## src/rtl/count_seq_ctrl_if.sv

```systemverilog
// rtl/count_seq_ctrl_if.sv - control handshake and status bundle for the counter sequencer
interface count_seq_ctrl_if #(
    parameter int WIDTH  = 4,
    parameter int PCNT_W = 8
);
    logic              start;
    logic              stop;
    logic              pause;
    logic              mode;
    logic [WIDTH-1:0]  limit;
    logic [WIDTH-1:0]  count;
    logic              busy;
    logic              done;
    logic              err;
    logic [PCNT_W-1:0] periods;

    modport master (
        output start, stop, pause, mode, limit,
        input  count, busy, done, err, periods
    );

    modport slave (
        input  start, stop, pause, mode, limit,
        output count, busy, done, err, periods
    );
endinterface

```

## src/rtl/count_seq_ctrl.sv

```systemverilog
// rtl/count_seq_ctrl.sv - start/stop/pause sequencer around a programmable modulo counter
module count_seq_ctrl #(
    parameter int WIDTH  = 4,
    parameter int PCNT_W = 8
) (
    input  logic           clk,
    input  logic           reset,
    count_seq_ctrl_if.slave bus
);
    typedef enum logic [1:0] {
        IDLE = 2'd0,
        RUN  = 2'd1,
        HOLD = 2'd2
    } state_t;

    localparam logic [PCNT_W-1:0] PERIODS_MAX = '1;

    state_t           state;
    logic [WIDTH-1:0] limit_q;
    logic             mode_q;

    // Sequencer: state, counter and all status outputs are registered together so
    // done/busy/err change on the same edge as the count they describe.
    always_ff @(posedge clk or negedge reset) begin
        if (!reset) begin
            state       <= IDLE;
            limit_q     <= '0;
            mode_q      <= 1'b0;
            bus.count   <= '0;
            bus.busy    <= 1'b0;
            bus.done    <= 1'b0;
            bus.err     <= 1'b0;
            bus.periods <= '0;
        end else begin
            bus.done <= 1'b0;
            bus.err  <= 1'b0;
            case (state)
                IDLE: begin
                    bus.count <= '0;
                    if (bus.start) begin
                        if (bus.limit != '0) begin
                            limit_q     <= bus.limit;
                            mode_q      <= bus.mode;
                            bus.periods <= '0;
                            bus.busy    <= 1'b1;
                            state       <= RUN;
                        end else begin
                            // A zero terminal count would make a degenerate run; refuse it.
                            bus.err <= 1'b1;
                        end
                    end
                end
                RUN: begin
                    if (bus.stop) begin
                        bus.count <= '0;
                        bus.busy  <= 1'b0;
                        state     <= IDLE;
                    end else if (bus.pause) begin
                        state <= HOLD;
                    end else if (bus.count == limit_q) begin
                        bus.count <= '0;
                        bus.done  <= 1'b1;
                        if (bus.periods != PERIODS_MAX) begin
                            bus.periods <= bus.periods + PCNT_W'(1);
                        end
                        if (!mode_q) begin
                            bus.busy <= 1'b0;
                            state    <= IDLE;
                        end
                    end else begin
                        bus.count <= bus.count + WIDTH'(1);
                    end
                end
                HOLD: begin
                    if (bus.stop) begin
                        bus.count <= '0;
                        bus.busy  <= 1'b0;
                        state     <= IDLE;
                    end else if (!bus.pause) begin
                        // Resume edge only re-enters RUN; counting picks up on the next edge.
                        state <= RUN;
                    end
                end
                default: begin
                    bus.count <= '0;
                    bus.busy  <= 1'b0;
                    state     <= IDLE;
                end
            endcase
        end
    end
endmodule

```

## src/flat_wrapper.sv

```systemverilog
// flat-port wrapper written by rule: the top's interface ports become plain ports
module count_seq_ctrl_flat 
#(
    parameter int WIDTH  = 4,
    parameter int PCNT_W = 8
)
  (clk, reset, bus_start, bus_stop, bus_pause, bus_mode, bus_limit, bus_count, bus_busy, bus_done, bus_err, bus_periods);
  count_seq_ctrl_if #(.WIDTH(WIDTH), .PCNT_W(PCNT_W)) bus_i ();
  input  logic clk;
  input  logic reset;
  input wire logic [$bits(bus_i.start)-1:0] bus_start;
  input wire logic [$bits(bus_i.stop)-1:0] bus_stop;
  input wire logic [$bits(bus_i.pause)-1:0] bus_pause;
  input wire logic [$bits(bus_i.mode)-1:0] bus_mode;
  input wire logic [$bits(bus_i.limit)-1:0] bus_limit;
  output wire logic [$bits(bus_i.count)-1:0] bus_count;
  output wire logic [$bits(bus_i.busy)-1:0] bus_busy;
  output wire logic [$bits(bus_i.done)-1:0] bus_done;
  output wire logic [$bits(bus_i.err)-1:0] bus_err;
  output wire logic [$bits(bus_i.periods)-1:0] bus_periods;
  assign bus_i.start = bus_start;
  assign bus_i.stop = bus_stop;
  assign bus_i.pause = bus_pause;
  assign bus_i.mode = bus_mode;
  assign bus_i.limit = bus_limit;
  assign bus_count = bus_i.count;
  assign bus_busy = bus_i.busy;
  assign bus_done = bus_i.done;
  assign bus_err = bus_i.err;
  assign bus_periods = bus_i.periods;
  count_seq_ctrl #(.WIDTH(WIDTH), .PCNT_W(PCNT_W)) u_core (.clk(clk), .reset(reset), .bus(bus_i));
endmodule
```

## config.mk

```make
export PLATFORM = sky130hd
export DESIGN_NAME = count_seq_ctrl_flat
export DESIGN_NICKNAME = d
export VERILOG_FILES = /design/src/rtl/count_seq_ctrl_if.sv /design/src/rtl/count_seq_ctrl.sv /design/src/flat_wrapper.sv
export SDC_FILE = /design/constraint.sdc
export NUM_CORES = 1
export LEC_CHECK = 0
export CAP_MARGIN = 20
export CORE_ASPECT_RATIO = 1.4
export CORE_MARGIN = 3
export CORE_UTILIZATION = 49
export CTS_CLUSTER_DIAMETER = 50
export CTS_CLUSTER_SIZE = 24
export DETAILED_ROUTE_END_ITERATION = 8
export GPL_TIMING_DRIVEN = 0
export PLACE_DENSITY = 0.78
export SLEW_MARGIN = 30
export SYNTH_ARGS = -nofsm -noshare
export SYNTH_HDL_FRONTEND = slang
export SYNTH_SLANG_ARGS = --single-unit
```

## constraint.sdc

```tcl
create_clock -name clk -period 2.41 [get_ports clk]
set_input_delay 0.3615 -clock clk [delete_from_list [all_inputs] [get_ports clk]]
set_output_delay 0.3615 -clock clk [all_outputs]
set_load 0.005 [all_outputs]
```

Yosys cells after proc, flatten, opt, wreduce, memory -nomap -nowiden
Cells that the tools add are included.
{ "word_totals": {"register_bits": 22, "latch_bits": 0, "mem_bits_rw": 0, "romBits": 0, "in_bits": 10, "word_cells": 71, "memories": 0} }
{ "op_classes": {"n_addsub": 2, "n_mul": 0, "div": 0, "n_lt_le_gt_ge": 0, "eq_ne": 17, "shifts": 0, "n_mux": 36, "bitwise_logic": 0, "reduce_logical": 8} }
{ "op_table": {"columns": ["cell", "n"], "rows": [
  ["two-way mux 8 bit", 6],
  ["two-way mux 2 bit", 8],
  ["two-way mux 4 bit", 4],
  ["one-hot mux 8 bit (2 select lines)", 1],
  ["two-way mux 1 bit", 14],
  ["!= test 3 bit (second input constant)", 3],
  ["adder 8 x 1 -> 8 bit (second input constant)", 1],
  ["!= test 2 bit (second input constant)", 4],
  ["!= test 8 bit (second input constant)", 1],
  ["one-hot mux 4 bit (2 select lines)", 1],
  ["AND reduction 7 bit", 1],
  ["!= test 2 x 1 -> 1 bit (second input constant)", 3],
  ["one-hot mux 2 bit (3 select lines)", 1],
  ["AND reduction 6 bit", 1],
  ["AND reduction 5 bit", 1],
  ["adder 4 x 1 -> 4 bit (second input constant)", 1],
  ["equality test 4 bit", 1],
  ["!= test 4 x 3 -> 1 bit (second input constant)", 1],
  ["!= test 4 bit (second input constant)", 1],
  ["nonzero test 4 bit", 1],
  ["!= test 3 x 2 -> 1 bit (second input constant)", 1],
  ["one-hot mux 1 bit (3 select lines)", 1],
  ["AND reduction 3 bit", 1],
  ["equality test 2 x 1 -> 1 bit (second input constant)", 1],
  ["other kinds (4)", 4]
]} }

Longest topological paths before layout
{ "logic_depth": {"ltp_word": 6, "mapped_depth": 7} }

Worst setup path before layout
OpenSTA, ideal clock, no wires.
{ "synth_timing": {"path_type": "register -> register", "startpoint": "register u_core.bus.periods[0]", "endpoint": "register u_core.bus.periods[3]", "setup_ns": 0.076, "t_arrival_ns": 1.919, "required_ns": 2.334, "path_slack_ns": 0.415, "stages_incl_launch_ff": 8, "period_less_slack_ns": 1.995, "path_cell_list": "dfrtp_1 -> ha_1 -> and3_1 -> and3_1 -> a32o_2 -> buf_6 -> or4_1 -> o21ai_1"} }
{ "synth_between": {"elab_chain_cells": 6} }
{ "synth_rtl": {"columns": ["element", "line", "rtl"], "rows": [
  ["start: declaration", "count_seq_ctrl_if.sv:24", "output count, busy, done, err, periods"],
  ["start signal: assignment", "count_seq_ctrl.sv:64", "bus.periods <= bus.periods + PCNT_W'(1);"],
  ["adder 8 x 1 -> 8 bit", "count_seq_ctrl.sv:64", null],
  ["two-way mux 8 bit", "count_seq_ctrl.sv:63", "if (bus.periods != PERIODS_MAX) begin"],
  ["two-way mux 8 bit", "count_seq_ctrl.sv:60", "end else if (bus.count == limit_q) begin"],
  ["two-way mux 8 bit", "count_seq_ctrl.sv:58", "end else if (bus.pause) begin"],
  ["two-way mux 8 bit", "count_seq_ctrl.sv:54", "if (bus.stop) begin"],
  ["one-hot mux 8 bit (2 select lines)", "count_seq_ctrl.sv:37", "case (state)"]
]} }
Several ways; a longest one is shown, not always the timed one. The select of a mux whose other input is x is not followed.
A chain may end at the register's enable or synchronous reset.

Worst setup path after layout
Ends and elaborated chain as after synthesis.

==> flow_summary.html <==
<table>
<tr><th>Metric</th><th>Value</th></tr>
<tr><th colspan="2">Placed design</th></tr>
<tr><td>HPWL after DPL</td><td>1870 um</td></tr>
<tr><td>IO buf count</td><td>24</td></tr>
<tr><td>Weighted congestion reported at the end of routability-driven placement</td><td>0.769</td></tr>
<tr><th colspan="2">Clock network</th></tr>
<tr><td># H-tree levels</td><td>1</td></tr>
<tr><td>Post-CTS setup buffers</td><td>0</td></tr>
<tr><td>Clock sink total</td><td>22</td></tr>
<tr><td>Max Buffers Root-to-Sink</td><td>2</td></tr>
<tr><td>Clock-pin slew reported for the worst setup and hold paths after clock tree synthesis</td><td>0.12 ns</td></tr>
<tr><td>Clock Latency Late Sink</td><td>0.32 ns</td></tr>
<tr><td>Master cell of the clock root buffer</td><td>clkbuf_4</td></tr>
<tr><td>CTS Buf Count</td><td>3</td></tr>
<tr><td>Clock tree from TritonCTS</td><td>done</td></tr>
<tr><td>Post-CTS sizing</td><td>0</td></tr>
<tr><th colspan="2">Worst setup path</th></tr>
<tr><td>Register-to-register path setup slack</td><td>0.27 ns</td></tr>
<tr><td>Ordered cell list for the critical path</td><td>ha_1, and3_1, and3_1, a32o_2, buf_6, or4_1, o21ai_1</td></tr>
<tr><td>Worst R2R End</td><td>u_core.bus.periods[3]$_DFFE_PN0P_</td></tr>
<tr><td>Endpoint arrival time on the critical path</td><td>2.39 ns</td></tr>
<tr><td>Startpoint of the lowest-slack register-to-register path</td><td>u_core.bus.periods[0]$_DFFE_PN0P_</td></tr>
<tr><td>Required time of the critical path</td><td>2.67 ns</td></tr>
<tr><td>Max stage delay cell, worst path</td><td>dfrtp_1</td></tr>
<tr><td>Start point of the critical path</td><td>u_core.bus.periods[0]$_DFFE_PN0P_</td></tr>
<tr><td>R2R depth</td><td>7</td></tr>
<tr><td>Kind of start point of the critical path</td><td>register</td></tr>
<tr><td>Classification of the worst setup path</td><td>register to register</td></tr>
<tr><td>Critical Path Fanout Max</td><td>10</td></tr>
<tr><td>Crit end category</td><td>register</td></tr>
<tr><td>Capturing element of the worst setup path</td><td>u_core.bus.periods[3]$_DFFE_PN0P_</td></tr>
<tr><td>Cell type with the highest occurrence count on the critical path</td><td>and3_1</td></tr>
<tr><td>Largest incremental delay on the critical path</td><td>0.46 ns</td></tr>
<tr><th colspan="2">Synthesis</th></tr>
<tr><td>Leading cell types by total area after synthesis</td><td>dfrtp_1, mux2_1, o21ai_1, a21oi_1, nor2_1</td></tr>
<tr><td>Average size of a mapped cell</td><td>9.87 sq um</td></tr>
<tr><td>Number of distinct library cells after synthesis</td><td>34</td></tr>
<tr><td>Cell taking the most area after synthesis</td><td>dfrtp_1</td></tr>
<tr><td>Area share of the largest cell type after synthesis</td><td>0.477</td></tr>
<tr><td>Syn Std Cell Area</td><td>1150 sq um</td></tr>
<tr><td>Syn nets</td><td>129</td></tr>
<tr><td>Flip-flop and latch count after synthesis</td><td>22</td></tr>
<tr><td>Top cells by instance count after synthesis</td><td>dfrtp_1, o21ai_1, a21oi_1, nor2_1, nand2_1</td></tr>
<tr><td>Warnings from Yosys</td><td>0</td></tr>
<tr><td>Count of flip-flops with a built-in enable after synthesis</td><td>0</td></tr>
<tr><td>Share of async-settable or async-resettable flops after synthesis</td><td>1.00</td></tr>
<tr><td>Fraction of the yosys area taken by sequential cells</td><td>0.477</td></tr>
<tr><td>Number of instances in the synthesized netlist</td><td>117</td></tr>
<tr><td>Top-count cell post-synth</td><td>dfrtp_1</td></tr>
<tr><td>Most common flop cell mapped by yosys</td><td>dfrtp_1</td></tr>
<tr><th colspan="2">Die</th></tr>
<tr><td>X dimension of the die</td><td>47.0 um</td></tr>
<tr><td>Ports placed on the boundary</td><td>25</td></tr>
<tr><td>Cell Rows</td><td>20</td></tr>
<tr><td>Die Footprint</td><td>2980 sq um</td></tr>
<tr><td>Starting utilization of the core area</td><td>0.524</td></tr>
<tr><td>Core region area</td><td>2200 sq um</td></tr>
<tr><td>Chip height</td><td>63.4 um</td></tr>
<tr><th colspan="2">Power and ir drop</th></tr>
<tr><td>Share of total power in sequential cells</td><td>0.519</td></tr>
<tr><td>Cell Pwr Density</td><td>604 nW/um^2</td></tr>
<tr><td>VDD IR max</td><td>0.381 mV</td></tr>
<tr><td>Switching part of the total</td><td>0.298</td></tr>
<tr><td>Internal power</td><td>0.621 mW</td></tr>
<tr><td>Power dissipated by switching net loads</td><td>0.264 mW</td></tr>
<tr><td>Portion of total power attributed to the clock network</td><td>0.230</td></tr>
<tr><td>Fraction of power consumed by combinational cells</td><td>0.251</td></tr>
<tr><td>Static Leakage</td><td>0.623 nW</td></tr>
<tr><th colspan="2">Drt</th></tr>
<tr><td>Met1 wire length</td><td>1080 um</td></tr>
<tr><td>Highest metal layer used by the detailed router</td><td>met4</td></tr>
<tr><td>Routed vias/inst</td><td>5.85</td></tr>
<tr><td>Average wire length per cell after detail routing</td><td>14.7 um</td></tr>
<tr><td>Routed wire length</td><td>2470 um</td></tr>
<tr><td>Final ANT Viol Nets</td><td>0</td></tr>
<tr><td>DR WL met2</td><td>1220 um</td></tr>
<tr><td>Final routed DRC violation total</td><td>0</td></tr>
<tr><td>Detailed router's first-iteration violation count</td><td>30</td></tr>
<tr><td>Count of vias placed by the detailed router</td><td>982</td></tr>
<tr><td>Met3 WL post-DR</td><td>91 um</td></tr>
<tr><td>Number of detailed-route iterations in the first pass</td><td>4</td></tr>
<tr><th colspan="2">Timing</th></tr>
<tr><td>Relative slew slack</td><td>0.683</td></tr>
<tr><td>Clock period minus final worst setup slack</td><td>2.14 ns</td></tr>
<tr><td>Maximum clock rate</td><td>468 MHz</td></tr>
<tr><td>Final Max Tran Viols</td><td>0</td></tr>
<tr><td>Worst Max-Slew Pin Slew</td><td>0.476 ns</td></tr>
<tr><td>Fin crit share</td><td>0.887</td></tr>
<tr><td>Number of failing hold endpoints at the final stage</td><td>0</td></tr>
<tr><td>Final setup fails</td><td>0</td></tr>
<tr><td>Clk_skew</td><td>0.00649 ns</td></tr>
<tr><td>Setup repair after global routing missed its margin</td><td>no</td></tr>
<tr><td>Final TNS setup</td><td>0 ns</td></tr>
<tr><th colspan="2">Worst hold path</th></tr>
<tr><td>Path class of the lowest-slack min-delay path</td><td>primary input to async pin</td></tr>
<tr><th colspan="2">Finish</th></tr>
<tr><td>Area growth from synthesis to layout</td><td>26.8%</td></tr>
<tr><td>Nets</td><td>159</td></tr>
<tr><td>Antenna Cells</td><td>0</td></tr>
<tr><td>Share of cells above drive strength 1</td><td>0.0890</td></tr>
<tr><td>Final standard cell utilization of the core</td><td>0.665</td></tr>
<tr><th colspan="2">Global routing</th></tr>
<tr><td>Number of antenna violations at the first check in global routing</td><td>0</td></tr>
<tr><td>Via count of the first global-routing pass</td><td>968</td></tr>
<tr><td>All-layer global routing usage</td><td>0.192</td></tr>
<tr><td>Maximum number of pins on one net before global-route repair</td><td>23</td></tr>
<tr><td>Overflow left after global routing</td><td>0</td></tr>
<tr><td>Wire length of the first global-routing pass</td><td>4220 um</td></tr>
<tr><th colspan="2">Run status</th></tr>
<tr><td>Result of the run</td><td>completed</td></tr>
<tr><th colspan="2">Run</th></tr>
<tr><td>Number of violations of the max-capacitance limit</td><td>0</td></tr>
</table>
==> registers in the layout (all words and copies together), names as in the netlist <==
name,flops
u_core.bus.busy,1
u_core.bus.count,4
u_core.bus.done,1
u_core.bus.err,1
u_core.bus.periods,8
u_core.limit_q,4
u_core.mode_q,1
u_core.state,2
==> worst max-delay path: cells and delay by family, from the launching register on <==
family                     cells  cell delay [ns]
AOI/OAI and AO/OA              2             0.37
adders and majority gates      1             0.25
buffers and inverters          1             0.14
DFF                            1             0.46
and+or+nand+nor                3             0.86
==> logic make-up after synthesis <==
logic type | after synthesis | share of synthesized area
AO/OA/AOI/OAI | 33 | 0.169
flip-flops | 22 | 0.477
AND/OR/NAND/NOR | 42 | 0.207
multiplexers | 6 | 0.0585
buffers and inverters | 8 | 0.0368
XOR/XNOR | 4 | 0.0303
adder cells (fa/ha/maj) | 2 | 0.0217
==> cells in the final DEF, fill, tap and decap left out, types with 3 or more instances in the layout <==
cell,Yosys,routed
inv_1,5,5
dfrtp_1,22,22
o21ai_1,11,11
nor2_1,10,10
a21oi_1,10,10
clkbuf_4,0,3
nand2b_1,4,4
nand3_1,3,3
mux2_1,5,5
o31ai_1,3,3
xor2_1,4,4
a22o_1,3,3
clkdlybuf4s50_1,0,23
nand2_1,7,7
==> metal layers <==
| layer | global-route usage | vias to the layer above |
|---|---|---|
| met1 | 0.234 | 473 |
| met3 | 0.0486 | 7 |
| met5 | 0 | - |
| met2 | 0.293 | 23 |
| li1 | - | 479 |
| met4 | 0.114 | 0 |
==> worst min path at each step <==
stage	end	slack, ns	depth (start not counted)
after CTS	u_core.bus.periods[7]$_DFFE_PN0P_	0.53	1
final	u_core.bus.periods[6]$_DFFE_PN0P_	0.52	2
after floorplan	u_core.bus.busy$_DFFE_PN0P_	0.07	0
after global routing	u_core.bus.periods[6]$_DFFE_PN0P_	0.53	2
after global placement	u_core.bus.periods[7]$_DFFE_PN0P_	0.49	1
after detailed placement	u_core.limit_q[3]$_DFFE_PN0P_	0.51	1
==> power by group through the flow <==
stage	Combinational, mW	Sequential (mW)	Clock [mW]
after global placement	0.212	0.462	0
after CTS	0.224	0.460	0.213
after floorplan	0.135	0.457	0
after detailed placement	0.222	0.466	0
after global routing	0.247	0.467	0.231
final	0.222	0.459	0.204
==> final cells by class <==
class                           instances  area, sq um
Buffer                                  3         23.8
Clock buffer                            4         36.3
Fill cell                             192          738
Inverter                                5         18.8
Multi-Input combinational cell         87          562
Sequential cell                        22          551
Tap cell                               22         27.5
Timing Repair Buffer                   25          245
==> metrics by stage <==
stage / cell area, sq um / setup WS, ns / instances / hold slack, ns / power (mW)
after floorplan: 1150 / 0.415 / 117 / 0.0659 / 0.592
after global placement: 1420 / 0.0428 / 163 / 0.495 / 0.674
after detailed placement: 1420 / 0.0255 / 163 / 0.514 / 0.689
after CTS: 1460 / 0.290 / 167 / 0.531 / 0.896
after global routing: 1460 / 0.144 / 168 / 0.532 / 0.946
final: 1460 / 0.272 / 168 / 0.517 / 0.885
==> timing repair <==
action,4_1_cts,5_1_grt
hold buffers,0,1
hold endpoints to repair,0,22
endpoints found under the setup margin,0,0
(Power assumes the default switching activity.)
